<file path="config.mk">
export PLATFORM = sky130hd
export DESIGN_NAME = ser2
export DESIGN_NICKNAME = d
export VERILOG_FILES = /design/src/rtl/ser2.sv
export SDC_FILE = /design/constraint.sdc
export NUM_CORES = 1
export LEC_CHECK = 0
export CELL_PAD_IN_SITES_DETAIL_PLACEMENT = 0
export CELL_PAD_IN_SITES_GLOBAL_PLACEMENT = 2
export CORE_ASPECT_RATIO = 1.1
export CORE_MARGIN = 2
export CORE_UTILIZATION = 45
export DETAILED_ROUTE_END_ITERATION = 8
export PLACE_DENSITY = 0.93
export SETUP_SLACK_MARGIN = 0.3
export SLEW_MARGIN = 20
export SYNTH_ARGS = -nofsm -noshare
export SYNTH_HDL_FRONTEND = slang
export SYNTH_SLANG_ARGS = --single-unit
</file>
<file path="constraint.sdc">
create_clock -name clk -period 2.97 [get_ports clk]
set_input_delay 0.4455 -clock clk [delete_from_list [all_inputs] [get_ports clk]]
set_output_delay 0.4455 -clock clk [all_outputs]
set_load 0.02 [all_outputs]
</file>
<file path="src/rtl/ser2.sv">
// ser2: two-lane byte-to-serial transmitter.
// Each lane buffers words in a small FIFO and shifts them out MSB-first,
// one bit per clock, with a valid qualifier. Lanes share no state.

module ser2_lane #(
    parameter int DATA_WIDTH      = 8,
    parameter int FIFO_DEPTH      = 4,
    parameter int ALMOST_FULL_LVL = 3
) (
    input  logic                  clk,
    input  logic                  reset,
    input  logic [DATA_WIDTH-1:0] din,
    input  logic                  write,
    output logic                  almost_full,
    output logic                  err,
    output logic                  out,
    output logic                  valid
);
    localparam int PW = $clog2(FIFO_DEPTH);
    localparam int CW = $clog2(FIFO_DEPTH) + 1;
    localparam int BW = $clog2(DATA_WIDTH);
    localparam logic [CW-1:0] DEPTH_C = CW'(FIFO_DEPTH);
    localparam logic [CW-1:0] AF_C    = CW'(ALMOST_FULL_LVL);
    localparam logic [BW-1:0] LAST_C  = BW'(DATA_WIDTH - 1);

    typedef enum logic {IDLE, SHIFT} state_t;

    logic [DATA_WIDTH-1:0] mem [FIFO_DEPTH];
    logic [PW-1:0]         wr_ptr;
    logic [PW-1:0]         rd_ptr;
    logic [CW-1:0]         count;
    logic [CW-1:0]         count_next;
    state_t                state;
    logic [DATA_WIDTH-1:0] shreg;
    logic [BW-1:0]         bit_cnt;
    logic                  last_bit;
    logic                  pop;
    logic                  accept;

    // The serial bit is always the shift-register MSB; the register is
    // cleared whenever the lane goes idle, so out reads 0 between frames.
    assign out = shreg[DATA_WIDTH-1];

    // Pop on idle start or on the last bit of a frame (back-to-back reload).
    // A same-edge pop frees a slot, so a write to a full FIFO is still taken.
    always_comb begin
        last_bit   = (state == SHIFT) && (bit_cnt == LAST_C);
        pop        = (count != '0) && ((state == IDLE) || last_bit);
        accept     = write && ((count != DEPTH_C) || pop);
        count_next = count;
        if (accept && !pop) begin
            count_next = count + CW'(1);
        end else if (!accept && pop) begin
            count_next = count - CW'(1);
        end
    end

    // FIFO storage; contents need no reset because the pointers define validity.
    always_ff @(posedge clk) begin
        if (!reset && accept) begin
            mem[wr_ptr] <= din;
        end
    end

    // FIFO pointers, occupancy, almost-full and sticky overflow flag.
    always_ff @(posedge clk) begin
        if (reset) begin
            wr_ptr      <= '0;
            rd_ptr      <= '0;
            count       <= '0;
            almost_full <= 1'b0;
            err         <= 1'b0;
        end else begin
            if (accept) begin
                wr_ptr <= wr_ptr + PW'(1);
            end
            if (pop) begin
                rd_ptr <= rd_ptr + PW'(1);
            end
            if (write && !accept) begin
                err <= 1'b1;
            end
            count       <= count_next;
            almost_full <= (count_next >= AF_C);
        end
    end

    // Serializer: load on pop, shift one bit per clock, idle when drained.
    always_ff @(posedge clk) begin
        if (reset) begin
            state   <= IDLE;
            shreg   <= '0;
            bit_cnt <= '0;
            valid   <= 1'b0;
        end else begin
            case (state)
                IDLE: begin
                    if (pop) begin
                        shreg   <= mem[rd_ptr];
                        bit_cnt <= '0;
                        valid   <= 1'b1;
                        state   <= SHIFT;
                    end
                end
                SHIFT: begin
                    if (last_bit) begin
                        if (pop) begin
                            shreg   <= mem[rd_ptr];
                            bit_cnt <= '0;
                            valid   <= 1'b1;
                        end else begin
                            shreg   <= '0;
                            bit_cnt <= '0;
                            valid   <= 1'b0;
                            state   <= IDLE;
                        end
                    end else begin
                        shreg   <= {shreg[DATA_WIDTH-2:0], 1'b0};
                        bit_cnt <= bit_cnt + BW'(1);
                    end
                end
                default: begin
                    state <= IDLE;
                end
            endcase
        end
    end
endmodule

module ser2 #(
    parameter int DATA_WIDTH      = 8,
    parameter int FIFO_DEPTH      = 4,
    parameter int ALMOST_FULL_LVL = 3
) (
    input  logic                  clk,
    input  logic                  reset,
    input  logic [DATA_WIDTH-1:0] in1,
    input  logic [DATA_WIDTH-1:0] in2,
    input  logic                  write1,
    input  logic                  write2,
    output logic                  almost_full_f1,
    output logic                  almost_full_f2,
    output logic                  err1,
    output logic                  err2,
    output logic                  out1,
    output logic                  out2,
    output logic                  valid1,
    output logic                  valid2
);
    ser2_lane #(
        .DATA_WIDTH(DATA_WIDTH),
        .FIFO_DEPTH(FIFO_DEPTH),
        .ALMOST_FULL_LVL(ALMOST_FULL_LVL)
    ) u_lane1 (
        .clk(clk), .reset(reset), .din(in1), .write(write1),
        .almost_full(almost_full_f1), .err(err1), .out(out1), .valid(valid1)
    );

    ser2_lane #(
        .DATA_WIDTH(DATA_WIDTH),
        .FIFO_DEPTH(FIFO_DEPTH),
        .ALMOST_FULL_LVL(ALMOST_FULL_LVL)
    ) u_lane2 (
        .clk(clk), .reset(reset), .din(in2), .write(write2),
        .almost_full(almost_full_f2), .err(err2), .out(out2), .valid(valid2)
    );
endmodule
</file>
# Yosys cells after proc, flatten, opt, wreduce, memory -nomap -nowiden

Memory sizes are Yosys's and may differ from the RTL's. A register that Yosys moved wholly into a read port is not among the register bits.
Cells that the tools add are included.

Register bits after elaboration: 44
Memory bits (writable): 64
Bits of input ports: 20
Word-level logic and storage cells: 107
Memories kept: 2

Add/subtract/negate cells: 10
$lt $le $gt $ge: 2
Equality and inequality tests: 8
Muxes and demuxes: 38
Bitwise gates (word level): 2
Reductions and logical operators: 27

Memory list:

| name        | depth | width | read ports | clocked after memory_dff | write ports | RTL line | RTL |
|---|---|---|---|---|---|---|---|
| u_lane1.mem | 4     | 8     | 1          | 1                        | 1           | 28       | `logic [DATA_WIDTH-1:0] mem [FIFO_DEPTH];` |
| u_lane2.mem | 4     | 8     | 1          | 1                        | 1           | 28       |  |

Operators with widths:

| operator                                                                 | number |
|---|---|
| 8-bit two-way mux                                                        | 6 |
| 8-bit case mux with 2 select lines                                       | 2 |
| 3-bit two-way mux                                                        | 8 |
| 1-bit logical AND                                                        | 14 |
| 3-bit by 1-bit adder with 3-bit output (second input constant)           | 4 |
| 1-bit two-way mux                                                        | 12 |
| 3-bit case mux with 2 select lines                                       | 2 |
| 2-bit by 1-bit adder with 2-bit output (second input constant)           | 4 |
| 2-bit two-way mux                                                        | 4 |
| 1-bit case mux with 2 select lines                                       | 4 |
| 3-bit == test (second input constant)                                    | 2 |
| 3-bit by 2-bit >= comparator with 1-bit output (second input constant)   | 2 |
| 3-bit inequality test (second input constant)                            | 2 |
| 3-bit nonzero test                                                       | 2 |
| 3-bit by 1-bit subtractor with 3-bit output (second input constant)      | 2 |
| 1-bit logical NOT                                                        | 5 |
| 1-bit logical OR                                                         | 4 |
| 2-bit by 1-bit inequality test with 1-bit output (second input constant) | 2 |
| 2-bit inequality test (second input constant)                            | 2 |
| 2-bit AND reduction                                                      | 2 |
| 1-bit inverter                                                           | 2 |

# Logic depth before layout (Yosys ltp)

Depth after elaboration: 11
Gate-level depth with buffers: 9

# Modules after synthesis

From an unflattened synthesis, not the netlist that was laid out.

Cells, all modules: 338
Area total of the unflattened synthesis: 4591.9 µm²

Modules (own cells, without submodules):

| module    | times used | cells each | area each (µm²) |
|---|---|---|---|
| ser2_lane | 2          | 169        | 2296.0 |

# Worst setup path after synthesis

OpenSTA, ideal clock, no wires.

Kind: flip-flop to flip-flop
Start point: register u_lane1.bit_cnt[0]
End point: memory u_lane1.mem[0][0], enable pin
Setup time: 0.277 ns
Arrival time: 1.665 ns
Data required time: 2.693 ns
Path slack: 1.028 ns
Cell stages (with the launch flop): 7
Path buffers: 0
Period minus slack after synthesis: 1.942 ns
Cell sequence: dfxtp_1 ha_1 ha_1 nand2b_1 o21ai_0 nor2_1 and2_1

Cells in the longest elaborated chain, start to end: 9

RTL lines:

| what                                    | RTL line | RTL |
|---|---|---|
| start: declaration                      | 35       | `logic [BW-1:0] bit_cnt;` |
| start signal: assignment                | 119      | `bit_cnt <= bit_cnt + BW'(1);` |
| 3-bit == test                           | 47       | `last_bit = (state == SHIFT) && (bit_cnt == LAST_C);` |
| 1-bit logical AND                       | 47       |  |
| 1-bit logical OR                        | 48       | `pop = (count != '0) && ((state == IDLE) \|\| last_bit);` |
| 1-bit logical AND                       | 48       |  |
| 1-bit logical OR                        | 49       | `accept = write && ((count != DEPTH_C) \|\| pop);` |
| 1-bit logical AND                       | 49       |  |
| 1-bit logical AND                       | 60       | `if (!reset && accept) begin` |
| 1-bit two-way mux                       | 60       |  |
| 1-bit two-way mux (not written as such) | 61       | `mem[wr_ptr] <= din;` |
| end: declaration                        | 28       |  |

No other way between the ends.

# Final worst setup path

Start point: register u_lane1.bit_cnt[0]
End point: memory u_lane1.mem[2][7], enable pin

Same word-level chain as after synthesis.

==> results.ini <==
[finish]
mostFrequentLayoutCell = edfxtp_1
syn_to_final_growth_pct = 14.2
drive_gt1_frac = 0.130
finalNonFillerCells = 527
nNetsFinal = 417
fillCellCount = 861
final_cell_mix = edfxtp_1, dfxtp_1, nor2_1
diodes = 0

[drt]
dr.pass1.iters = 5
wl_um = 7990
drt-vias-per-instance = 5.21
drtIter0Drc = 146
drc = 0
ant_nets = 0
vias = 2748
wl_per_cell_um = 15.2

[timing]
finalCritPeriodShare = 0.790
postLayoutSetupSlackWorst_ns = 0.623
hold-worst-slack_ns = 0.457
finClkSkew_ns = 0.00731
rsz0062_at_grt = no
setup_violations = 0
max_freq_mhz = 426
max-slew-margin-rel = 0.606
setup_tns_ns = 0
final-hold-violation-count = 0
period_minus_slack_ns = 2.35
finalMaxSlewViolations = 0
worstMarginPinSlew_ns = 0.590

[yosys]
synth_top_cell_by_area = edfxtp_1
ys_seq_elements = 112
synth_edf_count = 64
syn-num-nets = 395
synthesis.area_um2 = 4720
synthCells = 357
synth_cell_type_count = 50
async_reset_ff_frac = 0
avgSynthCellArea_um2 = 13.2
synth_top_area_share = 0.408
yosys_most_used_dff = edfxtp_1
synth_area_leaders = edfxtp_1, dfxtp_1, mux4_2, ha_1, nor2_1
synth-seq-area-share = 0.611
yosys_warnings = 0

[global_route]
gr-total-overflow = 0
grt_pass1_vias = 2641
antenna_found_initial = 0
grtUsageTotal = 0.151
grt_pass1_wl_um = 13300
grt_max_degree = 32

[placement]
port_buffers = 27
dp_cells = 511
hpwl_um = 5590
place_ws_ns = 0.484
gp_congestion = 0.801

[job]
maxCapViolCount = 0

[setup_path]
start_kind = register
critPathMaxFanout = 8
r2r_setup_slack_ns = 0.62
crit_path_end_kind = register
setup.worst_path.class = reg2reg
r2r-start = u_lane1.bit_cnt[0]$_SDFFE_PP0P_
critical_path.reg2reg.endpoint = u_lane1.mem[2][7]$_DFFE_PP_
crit_arrival_ns = 2.40
cp-startpoint = u_lane1.bit_cnt[0]$_SDFFE_PP0P_
worst_ep_required_time_ns = 3.02
reg2reg_depth = 6

[clock_network]
cts.path.max_buffers = 2
cts.sinks = 112
cts_setup_buffers = 0
clk_pin_slew_ns = 0.07
cts_buffers = 9
clkLatencyLatePin_ns = 0.34
ctsHoldBuffers = 0
cts-root-buf = clkbuf_16
cts_tree = yes
cts_resized = 0
cts.htree.levels = 3

[floorplan]
core_area_um2 = 10300
rows = 39
ios = 28
die-width_um = 102
die-area_um2 = 11300
start_util = 0.458
die_h_um = 111

[worst_hold_path]
whs_endpoint = u_lane1.shreg[6]$_SDFFE_PP0P_
min_from = u_lane1.shreg[5]$_SDFFE_PP0P_
hold_depth = 2
min_path_type = reg2reg

[outcome]
outcome = completed

[pwr]
ir_worst_vdd_mv = 0.491
p_leak_uw = 0.00188
p_per_area_nw_per_um2 = 930
power_uw = 5010

## where the power goes
| group | internal (uW) | leakage (uW) | switching [uW] |
|---|---|---|---|
| logic | 756 | 0.000753 | 894 |
| clock network | 664 | 0.000152 | 545 |
| registers | 1920 | 0.000976 | 232 |
## per-layer routing
layer | track usage | up-vias | part of all wire
met1 | 0.233 | 1325 | 0.51
met3 | 0.0257 | 10 | 0.034
met4 | 0.0649 | 0 | 0.016
met2 | 0.210 | 59 | 0.44
li1 | - | 1354 | -
met5 | 0 | - | 0
## metrics by stage
step                 util  cell area (um2)
floorplan               -             4720
detailed placement  0.493             5080
finish              0.523             5380
global placement    0.493             5080
CTS                 0.523             5380
global route        0.523             5380
## worst max-delay path, stage by stage (launching register included)
cell and delay, ns:
dfxtp_1 0.33, ha_1 0.20, ha_1 0.27, nand2b_1 0.23, o21ai_0 0.52, nor2_1 0.17
and2_1 0.34
## state kept, by name, summed over array words and instances, names as in the netlist, 2 cells and up, named ones only
signal	count
u_lane1.mem	32
u_lane2.mem	32
u_lane1.shreg	8
u_lane2.shreg	8
u_lane1.bit_cnt	3
u_lane1.count	3
u_lane2.bit_cnt	3
u_lane2.count	3
u_lane1.rd_ptr	2
u_lane1.wr_ptr	2
u_lane2.rd_ptr	2
u_lane2.wr_ptr	2
## synthesized netlist by cell type (2+ instances only)
library cell and number:
a221oi_1 7, nand2b_1 4, o21ai_0 5, a21o_1 2, mux2i_1 4, nand3_1 4, inv_1 13, ha_1 18
o31ai_1 2, a211oi_1 9, nor2b_1 7, nand2_1 16, nor3_1 5, xnor2_1 4, nor2_2 2, dfxtp_1 48
a311oi_1 2, a22oi_1 3, and2_1 8, clkbuf_1 4, o21ai_1 10, a21oi_1 14, buf_2 9, nand3b_1 2
xor2_1 3, mux4_2 16, buf_6 3, buf_1 4, edfxtp_1 64, nor2_1 45
## final cells by class
type                       instances  area [um2]  area share
tap                              143         179      0.0332
inverter                          13        48.8     0.00906
clock buffer                       9         225      0.0418
clock inverter                     7        77.6      0.0144
sequential                       112        2880       0.535
timing repair buffer              32         303      0.0562
multi-input combinational        211        1670       0.310
## logic make-up after synthesis
kind of cell,synth area share
and+or+nand+nor,0.101
DFF,0.611
muxes,0.0905
xor gates and xnor gates,0.0130
AOI/OAI and AO/OA,0.101
adders and majority gates,0.0478
buffers and inverters,0.0350
## how the worst max path moves through the flow
| stage | end | slack, ns | cells after the start |
|---|---|---|---|
| after floorplan | u_lane1.mem[0][0]$_DFFE_PP_ | 1.03 | 6 |
| after CTS | u_lane1.mem[2][6]$_DFFE_PP_ | 0.60 | 6 |
| final | u_lane1.mem[2][7]$_DFFE_PP_ | 0.62 | 6 |
| after global routing | u_lane2.mem[0][6]$_DFFE_PP_ | 0.47 | 6 |
| after detailed placement | u_lane1.mem[2][6]$_DFFE_PP_ | 0.48 | 4 |
| after global placement | u_lane1.mem[1][5]$_DFFE_PP_ | 0.63 | 4 |
(Power assumes the default switching activity.)
